`src/rtl/sequential_adder_pkg.sv`:
```
// Shared definitions for the digit-serial adder.
//   state_t   : FSM state encoding (2 bits) for IDLE / RUN / DONE.
//   cnt_width : bit width of the digit counter, $clog2(WIDTH/DIGIT) with a floor of 1.
package sequential_adder_pkg;

  typedef enum logic [1:0] {
    IDLE = 2'd0,
    RUN  = 2'd1,
    DONE = 2'd2
  } state_t;

  function automatic int cnt_width(input int width, input int digit);
    int n;
    if (digit < 1) return 1;
    n = width / digit;
    return ($clog2(n) < 1) ? 1 : $clog2(n);
  endfunction

endpackage

```
`src/rtl/sequential_adder_if.sv`:
```
// Operand / result bus of the digit-serial adder.
//   Input side : in_valid, in_ready, a, b, cin, sub
//   Output side: out_valid, out_ready, sum, cout, ovf
//   Status     : busy
// Handshake: a transfer happens on a rising clk edge where valid && ready are
// both high. A producer holds its payload stable while valid is high and ready
// is low; ready may be asserted independently of valid.
// master = producer of operands / consumer of results, slave = the adder.
interface sequential_adder_if #(
  parameter int WIDTH = 16
);
  logic             in_valid;
  logic             in_ready;
  logic [WIDTH-1:0] a;
  logic [WIDTH-1:0] b;
  logic             cin;
  logic             sub;
  logic             out_valid;
  logic             out_ready;
  logic [WIDTH-1:0] sum;
  logic             cout;
  logic             ovf;
  logic             busy;

  modport master (
    output in_valid, a, b, cin, sub, out_ready,
    input  in_ready, out_valid, sum, cout, ovf, busy
  );

  modport slave (
    input  in_valid, a, b, cin, sub, out_ready,
    output in_ready, out_valid, sum, cout, ovf, busy
  );
endinterface

```
`src/rtl/sequential_adder_digit_adder.sv`:
```
// Combinational DIGIT-bit adder slice.
//   x, y  : digit operands
//   ci    : carry in
//   s     : digit sum
//   co    : carry out of the digit's top bit
//   c_msb : carry into the digit's top bit (for signed overflow detection)
module digit_adder #(
  parameter int DIGIT = 4
) (
  input  logic [DIGIT-1:0] x,
  input  logic [DIGIT-1:0] y,
  input  logic             ci,
  output logic [DIGIT-1:0] s,
  output logic             co,
  output logic             c_msb
);
  logic [DIGIT:0] full;

  always_comb begin
    full  = {1'b0, x} + {1'b0, y} + {{DIGIT{1'b0}}, ci};
    s     = full[DIGIT-1:0];
    co    = full[DIGIT];
    // Sum bit = x ^ y ^ carry_in, so the carry into the top bit is recovered
    // from the top sum bit; this also covers DIGIT == 1 (c_msb == ci).
    c_msb = full[DIGIT-1] ^ x[DIGIT-1] ^ y[DIGIT-1];
  end
endmodule

```
`src/rtl/sequential_adder.sv`:
```
// Digit-serial adder/subtractor: sums DIGIT bits per clock, WIDTH/DIGIT cycles
// per operation.
//   clk, rst  : clock, asynchronous active-high reset
//   bus       : operand/result handshake bus (slave side)
//   dbg_state : current FSM state
module sequential_adder
  import sequential_adder_pkg::*;
#(
  parameter int WIDTH = 16,
  parameter int DIGIT = 4
) (
  input  logic                clk,
  input  logic                rst,
  sequential_adder_if.slave   bus,
  output state_t              dbg_state
);
  localparam int N  = WIDTH / DIGIT;
  localparam int CW = cnt_width(WIDTH, DIGIT);

  if ((DIGIT < 1) || (DIGIT > WIDTH) || ((WIDTH % DIGIT) != 0)) begin : g_bad_params
    $error("sequential_adder: DIGIT must divide WIDTH and lie in 1..WIDTH");
  end

  state_t           state_q, state_d;
  logic [WIDTH-1:0] a_q, a_d, b_q, b_d, sum_q, sum_d;
  logic             carry_q, carry_d, cout_q, cout_d, ovf_q, ovf_d;
  logic [CW-1:0]    cnt_q, cnt_d;

  logic [DIGIT-1:0] dig_s;
  logic             dig_co, dig_c_msb;

  digit_adder #(.DIGIT(DIGIT)) u_digit (
    .x     (a_q[DIGIT-1:0]),
    .y     (b_q[DIGIT-1:0]),
    .ci    (carry_q),
    .s     (dig_s),
    .co    (dig_co),
    .c_msb (dig_c_msb)
  );

  always_comb begin
    state_d = state_q;
    a_d     = a_q;
    b_d     = b_q;
    carry_d = carry_q;
    sum_d   = sum_q;
    cout_d  = cout_q;
    ovf_d   = ovf_q;
    cnt_d   = cnt_q;
    case (state_q)
      IDLE: begin
        if (bus.in_valid) begin
          // Subtraction is A + ~B + ~cin: invert B and the carry-in once here.
          a_d     = bus.a;
          b_d     = bus.b ^ {WIDTH{bus.sub}};
          carry_d = bus.cin ^ bus.sub;
          cnt_d   = '0;
          state_d = RUN;
        end
      end
      RUN: begin
        a_d     = a_q >> DIGIT;
        b_d     = b_q >> DIGIT;
        carry_d = dig_co;
        // New digit enters at the MSB end; after N digits the LSB digit has
        // been shifted down to bit 0.
        sum_d   = (sum_q >> DIGIT) | (WIDTH'(dig_s) << (WIDTH - DIGIT));
        cnt_d   = cnt_q + CW'(1);
        if (cnt_q == CW'(N - 1)) begin
          cout_d  = dig_co;
          ovf_d   = dig_c_msb ^ dig_co;
          state_d = DONE;
        end
      end
      DONE: begin
        if (bus.out_ready) state_d = IDLE;
      end
      default: state_d = IDLE;
    endcase
  end

  always_ff @(posedge clk or posedge rst) begin
    if (rst) begin
      state_q <= IDLE;
      a_q     <= '0;
      b_q     <= '0;
      carry_q <= 1'b0;
      sum_q   <= '0;
      cout_q  <= 1'b0;
      ovf_q   <= 1'b0;
      cnt_q   <= '0;
    end else begin
      state_q <= state_d;
      a_q     <= a_d;
      b_q     <= b_d;
      carry_q <= carry_d;
      sum_q   <= sum_d;
      cout_q  <= cout_d;
      ovf_q   <= ovf_d;
      cnt_q   <= cnt_d;
    end
  end

  assign bus.in_ready  = (state_q == IDLE);
  assign bus.out_valid = (state_q == DONE);
  assign bus.busy      = (state_q != IDLE);
  assign bus.sum       = sum_q;
  assign bus.cout      = cout_q;
  assign bus.ovf       = ovf_q;
  assign dbg_state     = state_q;
endmodule

```
`src/flat_wrapper.sv`:
```
// flat-port wrapper written by rule: the top's interface ports become plain ports
module sequential_adder_flat import sequential_adder_pkg::*;
#(
  parameter int WIDTH = 16,
  parameter int DIGIT = 4
)
  (clk, rst, dbg_state, bus_in_valid, bus_a, bus_b, bus_cin, bus_sub, bus_out_ready, bus_in_ready, bus_out_valid, bus_sum, bus_cout, bus_ovf, bus_busy);
  sequential_adder_if #(.WIDTH(WIDTH)) bus_i ();
  input  logic clk;
  input  logic rst;
  output state_t dbg_state;
  input wire logic [$bits(bus_i.in_valid)-1:0] bus_in_valid;
  input wire logic [$bits(bus_i.a)-1:0] bus_a;
  input wire logic [$bits(bus_i.b)-1:0] bus_b;
  input wire logic [$bits(bus_i.cin)-1:0] bus_cin;
  input wire logic [$bits(bus_i.sub)-1:0] bus_sub;
  input wire logic [$bits(bus_i.out_ready)-1:0] bus_out_ready;
  output wire logic [$bits(bus_i.in_ready)-1:0] bus_in_ready;
  output wire logic [$bits(bus_i.out_valid)-1:0] bus_out_valid;
  output wire logic [$bits(bus_i.sum)-1:0] bus_sum;
  output wire logic [$bits(bus_i.cout)-1:0] bus_cout;
  output wire logic [$bits(bus_i.ovf)-1:0] bus_ovf;
  output wire logic [$bits(bus_i.busy)-1:0] bus_busy;
  assign bus_i.in_valid = bus_in_valid;
  assign bus_i.a = bus_a;
  assign bus_i.b = bus_b;
  assign bus_i.cin = bus_cin;
  assign bus_i.sub = bus_sub;
  assign bus_i.out_ready = bus_out_ready;
  assign bus_in_ready = bus_i.in_ready;
  assign bus_out_valid = bus_i.out_valid;
  assign bus_sum = bus_i.sum;
  assign bus_cout = bus_i.cout;
  assign bus_ovf = bus_i.ovf;
  assign bus_busy = bus_i.busy;
  sequential_adder #(.WIDTH(WIDTH), .DIGIT(DIGIT)) u_core (.clk(clk), .rst(rst), .bus(bus_i), .dbg_state(dbg_state));
endmodule
```
`config.mk`:
```
export PLATFORM = sky130hd
export DESIGN_NAME = sequential_adder_flat
export DESIGN_NICKNAME = d
export VERILOG_FILES = /design/src/rtl/sequential_adder_pkg.sv /design/src/rtl/sequential_adder_if.sv /design/src/rtl/sequential_adder_digit_adder.sv /design/src/rtl/sequential_adder.sv /design/src/flat_wrapper.sv
export SDC_FILE = /design/constraint.sdc
export NUM_CORES = 1
export LEC_CHECK = 0
export CAP_MARGIN = 20
export CORE_MARGIN = 5
export CORE_UTILIZATION = 40
export CTS_BUF_LIST = sky130_fd_sc_hd__clkbuf_16
export CTS_CLUSTER_DIAMETER = 60
export DETAILED_ROUTE_END_ITERATION = 6
export GPL_TIMING_DRIVEN = 1
export PLACE_DENSITY = 0.63
export SLEW_MARGIN = 30
export SYNTH_ARGS = -nofsm -noshare
export SYNTH_HDL_FRONTEND = slang
export SYNTH_SLANG_ARGS = --single-unit
```
`constraint.sdc`:
```
create_clock -name clk -period 2.4 [get_ports clk]
set_clock_uncertainty 0.05 [all_clocks]
set_input_delay 0.24 -clock clk [delete_from_list [all_inputs] [get_ports clk]]
set_output_delay 0.24 -clock clk [all_outputs]
set_load 0.01 [all_outputs]
```
==> run_results.csv, run 1 <==
group,metric,value,unit
pwr,p_seq_frac,0.356,
sta,fmax,0.447,GHz
setup_path,critPathMaxFanout,3,
floorplan,design.core.area,6680,sq um
setup_path,critPathBufInv,0,
finish,regArea,1380,sq um
clocking,clk_pin_slew,0.06,ns
yosys,yosysSeqAreaShare,0.509,
finish,diodes,0,
setup_path,slowest_stage,"fa_1",
run,drv_cap,0,
floorplan,initial_core_util,0.405,
pwr,ir_drop,0.468,mV
clocking,ctsHoldBuffers,0,
global_route,grt_max_degree,34,
setup_path,path_depth,6,
drt,viasPerCell,5.16,
clocking,h-tree-depth,2,
sta,rsz0062_at_grt,"false",
pwr,comb_power_share,0.499,
finish,fin_nets,373,
pwr,p_leak,1.58,nW
outcome,status,"finished, final reports clean",
pwr,intPower,2.91,mW
finish,design_area,3540,sq um
clocking,insertion_delay,0.28,ns
pwr,switchingPower,1.68,mW
setup_path,arrival,2.39,ns
sta,timing.final.hold_violations,0,
finish,layout-drive-gt1-share,0.0762,
yosys,synth_cells,270,
setup_path,endpoint_kind,"flip-flop",
min_path,hp-class,"input port to asynchronous set/reset pin",
drt,dr_total_vias,2106,
yosys,ys_seq_elements,55,
global_route,grt_pass1_vias,2099,
drt,drt_wl_total,5.82,mm
drt,post_drt_wl_per_cell,14.3,um
sta,slew_violations,0,
pwr,p_sw_frac,0.366,
setup_path,worstPathRequired,2.55,ns
placed_design,gp_congestion,0.744,
finish,fill_cells,665,
yosys,synth.avg_cell_area,10.0,sq um
setup_path,start_kind,"flip-flop",
global_route,grt_pass1_wl,9.90,mm
floorplan,die_h,92.2,um
setup_path,worstSetupPathType,"flip-flop to flip-flop",
floorplan,io_pins,61,
yosys,synth.top_cell.area_share,0.509,
setup_path,path_delay_family,"adder cells",
sta,min_period_over_period,0.932,
sta,fin_hold_ws,0.257,ns
yosys,yosys_warnings,0,
setup_path,worstRegToRegCells,6,
sta,period_minus_slack,2.24,ns
sta,tightest_slew,0.729,ns
drt,first_pass_iters,4,
placed_design,dpl_cell_area,3410,sq um
yosys,synth_area_leaders,"dfrtp_1, nand2_1, xnor2_1",
clocking,clkSinkCount,55,
setup_path,r2r-start,"u_core.carry_q",
finish,multi_input_area,1220,sq um
clocking,ctsRootBufferMaster,"clkbuf_16",
sta,setup_viol,0,
drt,antenna_left,0,
placed_design,io_buffers,60,
setup_path,max_stage_delay,0.47,ns
drt,drt_iter0_drc,93,
sta,relSlewSlack,0.514,
clocking,clockBufferDepth,2,
clocking,cts_tree,"yes",
floorplan,fp.dieW,92.2,um
setup_path,critPathLaunch,"u_core.carry_q",
global_route,antenna_found_initial,0,
pwr,powerDensity,1300,nW/um^2
yosys,syn-cell-area,2710,sq um
global_route,grtUsageTotal,0.144,
yosys,syn_nets,314,
drt,drc,0,
finish,area_delta_synth_final,30.9,%
floorplan,rows,30,
yosys,synth_area_leader_cell,"dfrtp_1",
sta,finalSetupTns,0,ns
clocking,numCtsBuffers,5,
placed_design,dp.final_hpwl,4.17,mm
floorplan,die-area,8510,sq um
setup_path,cp_cell_sequence,"fa_1 > fa_1 > a21o_1 > a211oi_2 > a211oi_2 > o31ai_2",
pwr,p_clk_frac,0.145,
global_route,grt_overflow_total,0,
yosys,yosysUniqueCellTypes,37,
[worst reg2reg max path, delay by kind of cell, from the launching register on]
family	cells	cell delay, ns
flops	1	0.40
fa+ha+maj	2	0.91
compound gates	4	0.81
[cells by family (layout without fill, tap and decap cells)]
kind of cell	after synthesis	in the layout	synth area share
and+or+nand+nor	89	89	0.149
AOI/OAI and AO/OA	78	78	0.207
DFF	55	55	0.509
buffers and inverters	23	81	0.0407
xor gates and xnor gates	19	19	0.0615
adders and majority gates	6	6	0.0333
[synth_stat cells, drive strengths merged]
master   number
and3          1
nor2          2
a2bb2oi      13
and2b         1
a22o          6
a211oi        2
a31o          1
fa            2
inv           4
and2         11
o31ai         1
nand2b        1
o22a         12
clkbuf        8
or3           1
xor2          5
o211a         1
a31oi         9
xnor2        14
o21ai        21
a21o          2
buf          11
a21boi        1
nand3         1
ha            4
a21oi         6
nand2        64
nor2b         5
or2           2
dfrtp        55
a22oi         3
[placed cells by master (no fill, tap or decap), drive strengths merged, types with 3 or more instances in the layout]
master	Yosys	final
and2	11	11
a22oi	3	3
ha	4	4
clkbuf	8	5
a21oi	6	6
clkdlybuf4s50	0	60
a22o	6	6
xor2	5	5
o22a	12	12
xnor2	14	14
inv	4	5
a31oi	9	9
o21ai	21	21
nand2	64	64
buf	11	11
dfrtp	55	55
a2bb2oi	13	13
nor2b	5	5
[what timing repair did]
item | CTS | global route
resized for setup | 0 | 1
buffers inserted | 0 | 0
setup endpoints to repair | 0 | 1
[per-layer routing]
metal,wire length (um),GRT usage
met1,2680,0.187
met2,2740,0.238
met3,327,0.0336
met4,65,0.0408
met5,0,0
[final cells by class]
type | count | area share
multi-input cells | 192 | 0.346
flip-flops and latches | 55 | 0.389
clock buffers | 5 | 0.0353
well taps | 80 | 0.0283
repair buffers | 71 | 0.197
inverters | 4 | 0.00424
clock inverters | 1 | 0.00106
[registers in the layout, indices dropped and copies added, names as in the netlist]
signal,count
u_core.b_q,16
u_core.cnt_q,2
u_core.a_q,16
u_core.dbg_state,2
u_core.bus.cout,1
u_core.carry_q,1
u_core.bus.ovf,1
u_core.bus.sum,16
[worst paths after layout]
kind / slack (ns) / end
max: 0.16 / u_core.bus.ovf
min: 0.26 / u_core.bus.sum[1]
max reg2reg: 0.16 / u_core.bus.ovf
min reg2reg: 0.42 / u_core.a_q[7]
max in group asynchronous: 1.49 / u_core.b_q[8]
min in group clk: 0.42 / u_core.a_q[7]
[per-stage QoR]
stage | std cells | total power [mW] | util | setup slack (ns)
after floorplan | 270 | 3.16 | - | 0.204
after global placement | 402 | 3.90 | 0.510 | 0.134
after detailed placement | 402 | 3.96 | 0.510 | 0.0832
after CTS | 408 | 4.65 | 0.529 | 0.0745
after global routing | 408 | 5.02 | 0.530 | 0.0212
final | 408 | 4.59 | 0.530 | 0.163
[power groups by stage]
| stage | logic (mW) | clock network (mW) | registers (mW) |
|---|---|---|---|
| global placement | 2.26 | 0 | 1.64 |
| floorplan | 1.50 | 0 | 1.66 |
| CTS | 2.32 | 0.690 | 1.64 |
| global route | 2.59 | 0.724 | 1.70 |
| finish | 2.29 | 0.666 | 1.63 |
| detailed placement | 2.31 | 0 | 1.66 |
No activity file was read; power rests on OpenSTA's default activity.
==> run 2, diff against run 1 <==
PLACE_DENSITY = 0.66   (was 0.63)
TNS_END_PERCENT = 1   (was default)
==> run 2 against run 1 <==
Compared with the run above:
- critical path type unchanged
- clock power rose by 7.1%
- first-iteration DRC count rose by 16%
- core utilization fell by 0.056 points
- clock-buffer cell count did not move
- non-clock buffer count fell by 2
- wire length fell by 1.7%
- final area fell by 0.11%
- worst setup slack got worse by 0.073 ns
- maximum frequency fell by 3.1%
- combinational power barely moved
==> run_results.csv, run 2 (same netlist as run 1, synthesis figures left out) <==
group,metric,value,unit
outcome,status,"finished, final reports clean",
pwr,ir_drop,0.577,mV
clocking,insertion_delay,0.29,ns
setup_path,critPathBufInv,0,
setup_path,start_kind,"flip-flop",
clocking,cts-resized-gates,0,
global_route,grtUsageTotal,0.143,
sta,timing.final.hold_violations,0,
floorplan,fp.dieW,92.2,um
clocking,numCtsBuffers,5,
finish,layout.cells.most_common,"nand2_1",
placed_design,dpl_cell_area,3390,sq um
clocking,ctsHoldBuffers,0,
min_path,hp-class,"input port to asynchronous set/reset pin",
pwr,powerDensity,1300,nW/um^2
finish,diodes,0,
floorplan,io_pins,61,
drt,viasPerCell,5.19,
global_route,grt_overflow_total,0,
sta,fmax,0.433,GHz
setup_path,path_delay_family,"adder cells",
placed_design,dp.final_hpwl,4.14,mm
setup_path,path_common_cell,"fa_1",
drt,dr_total_vias,2119,
run,drv_cap,0,
clocking,cts_tree,"yes",
floorplan,rows,30,
pwr,p_leak,1.57,nW
sta,rsz0062_at_grt,"false",
drt,drt_iter0_drc,108,
setup_path,max_stage_delay,0.47,ns
setup_path,arrival,2.43,ns
finish,area_delta_synth_final,30.7,%
drt,drc,0,
finish,fin_nets,371,
drt,first_pass_iters,4,
drt,antenna_left,0,
sta,min_period_over_period,0.962,
setup_path,slowest_stage,"fa_1",
finish,layout_common_cells,"nand2_1, clkdlybuf4s50_1, dfrtp_1",
clocking,h-tree-depth,2,
setup_path,endpoint_kind,"flip-flop",
sta,period_minus_slack,2.31,ns
global_route,antenna_found_initial,0,
global_route,grt_pass1_vias,2119,
finish,design_area,3540,sq um
floorplan,die_h,92.2,um
sta,tightest_slew,0.843,ns
sta,slew_violations,0,
sta,setup_viol,0,
floorplan,die-area,8510,sq um
global_route,grt_pass1_wl,9.96,mm
setup_path,worstPathRequired,2.52,ns
drt,post_drt_wl_per_cell,14.0,um
finish,layout-drive-gt1-share,0.0762,
global_route,grt_max_degree,36,
setup_path,critPathMaxFanout,3,
setup_path,worstSetupPathType,"flip-flop to flip-flop",
drt,drt_wl_total,5.72,mm
clocking,ctsRootBufferMaster,"clkbuf_16",
floorplan,initial_core_util,0.405,
clocking,clockBufferDepth,2,
clocking,clkSinkCount,55,
sta,finalSetupTns,0,ns
clocking,clk_pin_slew,0.07,ns
setup_path,cp_cell_sequence,"fa_1 > fa_1 > a21o_1 > a211oi_1 > o211a_1 > o31ai_2",
floorplan,design.core.area,6680,sq um
placed_design,io_buffers,60,
placed_design,gp_congestion,0.752,
sta,relSlewSlack,0.436,
clocking,post_cts_buffers,0,
-- run 2: changes by cell type in the layout (fill, tap and decap cells not counted) --
cell,previous run,this run
a211oi_1,0,1
a211oi_2,2,1
buf_4,10,8
clkinv_2,0,1
clkinvlp_4,0,2
inv_1,4,3
-- run 2: worst paths after layout --
path / from / end / slack [ns] / cells past startpoint
max in group asynchronous: rst / u_core.cnt_q[1] / 1.49 / 3
hold reg to reg: u_core.bus.sum[3] / u_core.bus.sum[3] / 0.42 / 2
setup / recovery: u_core.carry_q / u_core.bus.ovf / 0.09 / 6
setup reg to reg: u_core.carry_q / u_core.bus.ovf / 0.09 / 6
hold / removal: rst / u_core.bus.sum[1] / 0.26 / 2
min in group clk: u_core.bus.sum[3] / u_core.bus.sum[3] / 0.42 / 2
-- run 2: worst register-to-register path, delay by kind of cell (launching register included) --
kind                       cells  cell delay, ns
DFF                            1            0.40
adders and majority gates      2            0.91
AOI/OAI and AO/OA              4            0.82
-- run 2: stage by stage --
step,power [mW],std cells,hold slack [ns],worst slack (ns),utilization
final,4.60,408,0.255,0.0902,0.529
after global routing,4.99,408,0.319,0.0185,0.529
after CTS,4.66,408,0.277,0.0799,0.529
after detailed placement,3.93,400,0.413,0.0906,0.507
after global placement,3.87,400,0.403,0.141,0.507
after floorplan,3.16,270,0.298,0.204,-
-- run 2: per-layer routing --
layer  GRT usage  routed length [um]  vias to the layer above
li1            -                   -                     1042
met1       0.200                2760                     1007
met2       0.226                2590                       62
met3      0.0279                 307                        8
met4      0.0408                  64                        0
met5           0                   0                        -
-- run 2: layout make-up --
| class | instances | area [sq um] |
|---|---|---|
| sequential | 55 | 1380 |
| multi-input combinational | 192 | 1220 |
| timing repair buffer | 69 | 681 |
| tap | 80 | 100 |
| clock inverter | 3 | 20.0 |
| fill | 638 | 3150 |
| clock buffer | 5 | 125 |
| inverter | 4 | 15.0 |
-- run 2: power by group --
part | leakage, nW | total, mW | internal (mW) | switching (mW)
Combinational | 0.811 | 2.26 | 1.16 | 1.10
Clock | 0.0658 | 0.713 | 0.385 | 0.328
Sequential | 0.693 | 1.63 | 1.35 | 0.273
==> run 3, diff against run 2 <==
ABC_CLOCK_PERIOD_IN_PS = 2520   (was default)
clock period = 2.52 ns   (was 2.4 ns; I/O delays follow)
==> run 3 against run 2 <==
Compared with the run above:
- critical path depth did not move
- sequential share of layout area fell by 0.42 points
- final cell count rose by 0.49%
- worst hold slack improved by 0.017 ns
- global-route usage fell by 0.22 points
- final area rose by 1.1%
- largest power group unchanged
- sequential power fell by 4%
- maximum frequency rose by 0.48%
- clock-buffer cell count did not move
==> run_results.csv, run 3 (same netlist as run 1, synthesis figures left out) <==
group,metric,value,unit
outcome,status,"finished, final reports clean",
clocking,clockBufferDepth,2,
floorplan,design.core.area,6680,sq um
floorplan,die_h,92.2,um
sta,min_period_over_period,0.912,
clocking,ctsHoldBuffers,0,
pwr,ir_drop,0.589,mV
drt,drt_wl_total,5.66,mm
setup_path,r2r-start,"u_core.carry_q",
pwr,p_leak,1.60,nW
setup_path,cp_cell_sequence,"fa_1 > fa_1 > a21o_1 > a211oi_1 > o211a_1 > o31ai_2",
floorplan,fp.dieW,92.2,um
setup_path,path_common_cell,"fa_1",
drt,post_drt_wl_per_cell,13.8,um
setup_path,start_kind,"flip-flop",
global_route,antenna_found_initial,0,
pwr,total_power,4.49,mW
clocking,insertion_delay,0.30,ns
floorplan,rows,30,
global_route,met2_usage,0.227,
floorplan,die-area,8510,sq um
setup_path,worstPathRequired,2.64,ns
setup_path,max_stage_delay,0.47,ns
sta,relSlewSlack,0.517,
setup_path,critPathBufInv,0,
clocking,numCtsBuffers,5,
finish,layout_common_cells,"nand2_1, clkdlybuf4s50_1, dfrtp_1",
setup_path,r2r_end,"u_core.bus.ovf",
clocking,clk_pin_slew,0.07,ns
global_route,grt_max_degree,33,
drt,first_pass_iters,4,
global_route,globalRouteMet1Util,0.182,
min_path,hp-class,"input port to asynchronous set/reset pin",
global_route,met3_usage,0.0443,
drt,drt_iter0_drc,84,
sta,period_minus_slack,2.30,ns
floorplan,initial_core_util,0.405,
clocking,h-tree-depth,2,
finish,fin_nets,373,
sta,rsz0062_at_grt,"false",
global_route,grt_overflow_total,0,
setup_path,path_delay_family,"adder cells",
setup_path,endpoint_kind,"flip-flop",
placed_design,io_buffers,60,
finish,diodes,0,
sta,tightest_slew,0.725,ns
drt,viasPerCell,5.10,
global_route,grt.busiest_layer,"met2",
run,drv_cap,0,
finish,layout.cells.most_common,"nand2_1",
sta,slew_violations,0,
setup_path,path_depth,6,
setup_path,slowest_stage,"fa_1",
sta,fmax,0.435,GHz
sta,finalSetupTns,0,ns
clocking,post_cts_buffers,0,
setup_path,critPathMaxFanout,3,
sta,timing.final.hold_violations,0,
setup_path,worstRegToRegCells,6,
setup_path,worstSetupPathType,"flip-flop to flip-flop",
clocking,ctsRootBufferMaster,"clkbuf_16",
pwr,powerDensity,1260,nW/um^2
clocking,clkSinkCount,55,
drt,drc,0,
setup_path,arrival,2.42,ns
finish,area_delta_synth_final,32.1,%
global_route,grt_pass1_wl,9.62,mm
setup_path,crit_path_end,"u_core.bus.ovf",
placed_design,dp.final_hpwl,4.01,mm
placed_design,gp_congestion,0.752,
setup_path,critPathLaunch,"u_core.carry_q",
finish,layout-drive-gt1-share,0.0818,
global_route,grtUsageTotal,0.141,
drt,dr_total_vias,2092,
floorplan,io_pins,61,
global_route,grt_pass1_vias,2059,
clocking,cts_tree,"yes",
sta,setup_viol,0,
setup_path,worst-r2r-setup-slack,0.22,ns
drt,antenna_left,0,
clocking,cts-resized-gates,0,
==> run 3: cell types whose count changed in the layout (fill, tap and decap cells not counted) <==
cell	delta
buf_4	+2
clkinvlp_4	-2
bufinv_16	+1
clkinv_4	+1
==> run 3: metal layers <==
| layer | share of wire | vias to the layer above |
|---|---|---|
| met5 | 0 | - |
| met4 | 0.011 | 0 |
| met3 | 0.063 | 5 |
| met2 | 0.46 | 57 |
| met1 | 0.46 | 987 |
| li1 | - | 1043 |
==> run 3: power breakdown <==
part	internal [mW]	total, mW	switching, mW
combinational	1.12	2.13	1.01
sequential	1.29	1.57	0.288
clock	0.469	0.788	0.318
==> run 3: worst reg2reg max path, cell delays in order (launching register included) <==
cell and delay, ns:
dfrtp_1 0.40, fa_1 0.47, fa_1 0.45, a21o_1 0.22
a211oi_1 0.33, o211a_1 0.22, o31ai_2 0.05
==> run 3: worst min-delay path by stage <==
| stage | cells after the start | startpoint | to |
|---|---|---|---|
| 6_report | 2 | rst | u_core.bus.sum[1] |
| 5_1_grt | 2 | rst | u_core.bus.sum[0] |
| 4_1_cts | 2 | rst | u_core.bus.sum[1] |
| 3_5_place_dp | 2 | u_core.bus.sum[3] | u_core.bus.sum[3] |
| 3_3_place_gp | 2 | u_core.a_q[6] | u_core.a_q[6] |
| 2_1_floorplan | 1 | bus_out_ready | u_core.dbg_state[1] |
==> run 3: layout make-up <==
| cell class | instances | area [sq um] |
|---|---|---|
| timing repair buffer | 71 | 696 |
| sequential | 55 | 1380 |
| clock buffer | 5 | 125 |
| tap | 80 | 100 |
| multi-input combinational | 192 | 1220 |
| inverter | 4 | 15.0 |
| clock inverter | 3 | 43.8 |
| fill | 616 | 3110 |
==> run 3: stage by stage <==
step | util | hold slack [ns] | worst slack [ns] | instance area, sq um | instances
final | 0.535 | 0.272 | 0.221 | 3570 | 410
after global placement | 0.510 | 0.403 | 0.260 | 3410 | 402
after CTS | 0.535 | 0.294 | 0.208 | 3570 | 410
after global routing | 0.535 | 0.340 | 0.0861 | 3570 | 410
after floorplan | - | 0.310 | 0.324 | 2710 | 270
after detailed placement | 0.510 | 0.411 | 0.238 | 3410 | 402
==> RTL edit 1: new RTL, config.mk and constraints of run 2 <==
`WIDTH` is set to 16 in 3 places; all go to 32.
--- a/src/rtl/sequential_adder_if.sv
+++ b/src/rtl/sequential_adder_if.sv
@@ -9,3 +9,3 @@
 interface sequential_adder_if #(
-  parameter int WIDTH = 16
+  parameter int WIDTH = 32
 );
--- a/src/rtl/sequential_adder.sv
+++ b/src/rtl/sequential_adder.sv
@@ -8,3 +8,3 @@
 #(
-  parameter int WIDTH = 16,
+  parameter int WIDTH = 32,
   parameter int DIGIT = 4
--- a/src/flat_wrapper.sv
+++ b/src/flat_wrapper.sv
@@ -3,3 +3,3 @@
 #(
-  parameter int WIDTH = 16,
+  parameter int WIDTH = 32,
   parameter int DIGIT = 4
Ports: changed (resized bus_a, bus_b and bus_sum); port bits go from 61 to 109. No check against the original RTL was run, so the function may have changed too.
==> RTL edit 1 against run 2 <==
  * First-iteration DRC count up 69%
  * Area after synthesis up 80%
  * Final cell count up 63%
  * Non-clock buffer count up 53
  * Count of clock-buffer cells in the layout up 4
  * Global-route usage up 1.4 points
  * Power up 78%
  * Sequential cell count up 49
  * Synthesized cell count up 54%
  * Combinational power up 62%
  * Final area up 81%
  * Setup slack better by 0.081 ns
  * Routed wire length up 88%
  * Largest cell class unchanged
  * Highest routed layer unchanged
==> RTL edit 1: results (changes against run 2) <==
| Metric | Value |
|---|---|
| Vias in the first global route | `3681 (was 2119)` |
| N_diodes | `0 (unchanged)` |
| Top post-synthesis cells by count | `dfrtp_1 (104), nand2_1 (37), o21ai_0 (31), mux2_2 (30), xnor2_1 (30) (was nand2_1 (64), dfrtp_1 (55), o21ai_0 (21), xnor2_1 (14), a2bb2oi_1 (13))` |
| Synth Net Count | `492 (was 314)` |
| Root Buffer Master | `clkbuf_16 (unchanged)` |
| Setup WS pre-CTS | `0.0432 ns (was 0.0906 ns)` |
| Worst R2R Setup Slack | `0.17 ns (was 0.09 ns)` |
| Final WL | `10800 µm (was 5720 µm)` |
| Number of port buffers | `108 (was 60)` |
| CP max stage cell | `fa_1 (unchanged)` |
| DR iter-0 viols | `183 (was 108)` |
| H-tree Lvls | `3 (was 2)` |
| Status | `finished, final reports clean (unchanged)` |
| Nets | `590 (was 371)` |
| VDD IR max | `458 µV (was 577 µV)` |
| RePlAce Congestion | `0.771 (was 0.752)` |
| Post-DP Area | `0.00610 mm² (was 0.00339 mm²)` |
| F_max | `0.449 GHz (was 0.433 GHz)` |
| Detailed Place HPWL | `7420 µm (was 4140 µm)` |
| Synth area leaders | `dfrtp_1 (53%), mux2_2 (6.9%), xnor2_1 (5.4%) (was dfrtp_1 (51%), nand2_1 (8.9%), xnor2_1 (4.5%))` |
| Crit start category | `flip-flop (unchanged)` |
| Non-Filler Instances | `665 (was 408)` |
| Synth cell types | `34 (was 37)` |
| CP max FO | `3 (unchanged)` |
| Global-route wire length before repair | `18500 µm (was 9960 µm)` |
| Seq/Total Area, Yosys | `0.535 (was 0.509)` |
| P_leak | `2.64 nW (was 1.57 nW)` |
| Fill cell count | `1064 (was 638)` |
| Vias per Instance | `5.41 (was 5.19)` |
| Reg2reg start | `u_core.carry_q$_DFFE_PP0P_ (unchanged)` |
| Setup Fix Bufs, Post-CTS | `0 (unchanged)` |
| Yosys top cell area share | `0.535 (was 0.509)` |
| GRT Util Overall | `0.157 (was 0.143)` |
| Clock Latency Late Sink | `0.34 ns (was 0.29 ns)` |
| First-pass DRT Iterations | `5 (was 4)` |
| DP Cell Count | `649 (was 400)` |
| Layout cells sized above 1 | `0.143 (was 0.0762)` |
| Largest net degree at the start of global routing | `70 (was 36)` |
| Arr. time, crit path | `2.42 ns` |
| Post_cts resized | `0 (unchanged)` |
| Worst rel slew slack | `0.718 (was 0.436)` |
| Num CTS Buffers | `9 (was 5)` |
| Cell count after synthesis | `415 (was 270)` |
| Internal power | `5.48 mW (was 2.90 mW)` |
| Worst Hold Slack | `0.303 ns (was 0.255 ns)` |
==> RTL edit 1: cell count changes in the layout (fill, tap and decap cells not counted), sizes merged, moves of 6 or more <==
cell and change:
clkdlybuf4s50 +47, a22oi +25, o22a +16, nand2 -27, a2bb2oi +16, dfrtp +49, a31oi -9, buf +6
mux2 +30, o21ai +16, xnor2 +16, and2 -11
==> RTL edit 1: logic make-up (layout without fill, tap and decap cells) <==
group	after synthesis	count (layout)	share of synthesized area
compound gates	144	144	0.218
flops	104	104	0.535
simple gates	55	55	0.0520
buf+inv	40	143	0.0419
xor+xnor	35	35	0.0630
mux	30	30	0.0694
fa+ha+maj	7	7	0.0211
==> RTL edit 1: power by group through the flow <==
stage          sequential [mW]  combinational [mW]  clock (mW)
6_report                  3.06                3.65        1.48
5_1_grt                   3.18                4.02        1.60
4_1_cts                   3.07                3.69        1.53
3_5_place_dp              3.11                3.67           0
3_3_place_gp              3.08                3.57           0
2_1_floorplan             3.11                2.32           0
==> RTL edit 1: layout make-up <==
type	count	area, µm²	area share
Sequential cell	104	2600	0.406
Multi-Input combinational cell	271	2080	0.324
Timing Repair Buffer	122	1220	0.190
Clock buffer	9	225	0.0351
Tap cell	147	184	0.0287
Clock inverter	7	77.6	0.0121
Inverter	5	22.5	0.00351
==> RTL edit 1: critical path: cells and delay by family, from the launching register on <==
| kind | cells | cell delay [ns] |
|---|---|---|
| flip-flops | 1 | 0.41 |
| adder cells (fa/ha/maj) | 2 | 0.86 |
| AO/OA/AOI/OAI | 4 | 0.81 |
==> RTL edit 1: metal layers <==
metal	track usage	vias to the layer above	part of all wire
li1	-	1699	-
met1	0.217	1787	0.46
met2	0.248	99	0.49
met3	0.0379	10	0.047
met4	0.0425	0	0.0089
met5	0	-	0
==> RTL edit 2: new RTL, flow settings as in run 2 <==
Made on the original files. Reset style: synchronous (`rst`), changed in one clocked block. Comments in the files are not updated.
--- a/src/rtl/sequential_adder.sv
+++ b/src/rtl/sequential_adder.sv
@@ -81,3 +81,3 @@
 
-  always_ff @(posedge clk or posedge rst) begin
+  always_ff @(posedge clk) begin
     if (rst) begin
Function: differs if rst is asserted again (counterexample within 4 cycles, from zero or initial values and one cycle with rst high); with rst held inactive, the same outputs for 10 cycles.
==> RTL edit 2 against run 2 <==
  * Sequential cell count stayed put
  * Final area is 5.3% lower
  * Area after synthesis is 4.2% lower
  * Setup slack better by 0.29 ns
  * Routed wire length hardly changed
Power is not compared: it rests on default switching activity, and its combinational part moved more than twofold at a synthesized area within 25%.
==> RTL edit 2: results (changes against run 2) <==
| Metric | Value |
|---|---|
| Status | `finished, final reports clean (unchanged)` |
| Global-route wire length before repair | `9940 µm (was 9960 µm)` |
| Synth Net Count | `371 (was 314)` |
| Class of the worst hold path | `reg2reg (was in2async)` |
| Post_cts resized | `0 (unchanged)` |
| DR iter-0 viols | `80 (was 108)` |
| Detailed Place HPWL | `4050 µm (was 4140 µm)` |
| Vias in the first global route | `2141 (was 2119)` |
| Num CTS Buffers | `5 (unchanged)` |
| Crit path max-delay family | `adder cells (unchanged)` |
| Setup WS pre-CTS | `0.398 ns (was 0.0906 ns)` |
| CP max stage cell | `fa_1 (unchanged)` |
| Clock Latency Late Sink | `0.29 ns (about the same)` |
| GRT Util Overall | `0.143 (about the same)` |
| Syn_area_per_cell | `7.93 µm² (was 10.0 µm²)` |
| Yosys warns | `0 (unchanged)` |
| Setup Fix Bufs, Post-CTS | `0 (unchanged)` |
| Top post-synthesis cells by count | `nor2_1 (78), dfxtp_1 (55), a21oi_1 (44), nand2_1 (30), a22oi_1 (21) (was nand2_1 (64), dfrtp_1 (55), o21ai_0 (21), xnor2_1 (14), a2bb2oi_1 (13))` |
| N_diodes | `0 (unchanged)` |
| First-pass DRT Iterations | `4 (unchanged)` |
| Design Area, Final | `0.00335 mm² (was 0.00354 mm²)` |
| P_leak | `1.33 nW` |
| Hold path cells | `2` |
| CP max FO | `3 (unchanged)` |
| Layout cells sized above 1 | `0.0504 (was 0.0762)` |
| Max incr delay on CP | `0.38 ns (was 0.47 ns)` |
| Clock transition at the registers of the reported paths | `0.06 ns` |
| Largest net degree at the start of global routing | `38 (was 36)` |
| Synth area leaders | `dfxtp_1 (42%), nor2_1 (11%), a21oi_1 (8.5%) (was dfrtp_1 (51%), nand2_1 (8.9%), xnor2_1 (4.5%))` |
| Worst Reg2Reg Path Length in Cells | `8 (was 6)` |
| Nets | `421 (was 371)` |
| RePlAce Congestion | `0.742 (was 0.752)` |
| Clock Tree Buf Depth | `2 (unchanged)` |
| Root Buffer Master | `clkbuf_16 (unchanged)` |
| DR vias | `2228 (was 2119)` |
| Ys async rst share | `0 (was 1.00)` |
| Primary FF master, synth | `dfxtp_1 (was dfrtp_1)` |
| Synth cell types | `30 (was 37)` |
| Number of port buffers | `60 (unchanged)` |
| Tightest Pin Transition | `0.706 ns (was 0.843 ns)` |
| Seq/Total Area, Yosys | `0.425 (was 0.509)` |
| Post-DP Area | `0.00321 mm² (was 0.00339 mm²)` |
| DR WL/cell | `12.6 µm (was 14.0 µm)` |
| Arr. time, crit path | `2.12 ns (was 2.43 ns)` |
| Non-Filler Instances | `454 (was 408)` |
| VDD IR max | `394 µV` |
| H-tree Lvls | `2 (unchanged)` |
==> RTL edit 2: cell count changes in the layout (fill, tap and decap cells not counted), sizes merged, moves of 13 or more <==
cell / run 2 / this run
a21oi: 6 / 44
a22oi: 3 / 21
a2bb2oi: 13 / 0
dfrtp: 55 / 0
dfxtp: 0 / 55
nand2: 64 / 30
nor2: 2 / 79
o21ai: 21 / 0
==> RTL edit 2: final cells by class <==
class                      instances  area [µm²]
fill                             613        2970
multi-input combinational        242        1330
sequential                        55        1100
timing repair buffer              69         676
clock buffer                       5         125
tap                               77        96.3
inverter                           4        15.0
clock inverter                     2        8.76
==> RTL edit 2: cells by family after synthesis <==
family	Yosys count	synth area share
compound gates	70	0.163
buf+inv	30	0.0642
fa+ha+maj	6	0.0348
simple gates	145	0.242
xor+xnor	21	0.0709
flops	55	0.425
==> RTL edit 2: routing by layer <==
| metal | wire (µm) | vias up | global-route usage |
|---|---|---|---|
| li1 | - | 1176 | - |
| met1 | 2670 | 989 | 0.187 |
| met2 | 2600 | 56 | 0.231 |
| met3 | 369 | 7 | 0.0325 |
| met4 | 85 | 0 | 0.0484 |
| met5 | 0 | - | 0 |
==> RTL edit 2: report_power, final <==
group	switching (mW)	total, mW	internal (mW)
sequential	0.0378	1.01	0.969
combinational	0.192	0.388	0.195
clock	0.302	0.677	0.376
total	0.532	2.07	1.54
==> RTL edit 2: final timing paths <==
check,endpoint,slack (ns),startpoint
setup / recovery,u_core.bus.ovf$_SDFFE_PP0P_,0.38,u_core.a_q[0]$_SDFFE_PP0P_
hold / removal,u_core.bus.sum[1]$_SDFFE_PP0P_,0.40,u_core.bus.sum[1]$_SDFFE_PP0P_
setup reg to reg,u_core.bus.ovf$_SDFFE_PP0P_,0.38,u_core.a_q[0]$_SDFFE_PP0P_
hold reg to reg,u_core.bus.sum[1]$_SDFFE_PP0P_,0.40,u_core.bus.sum[1]$_SDFFE_PP0P_
==> RTL edit 2: tightest hold or removal path, delay by kind of cell, from the launching register on <==
family           cells  cell delay (ns)
flip-flops           1             0.31
AND/OR/NAND/NOR      1             0.05
AO/OA/AOI/OAI        1             0.05
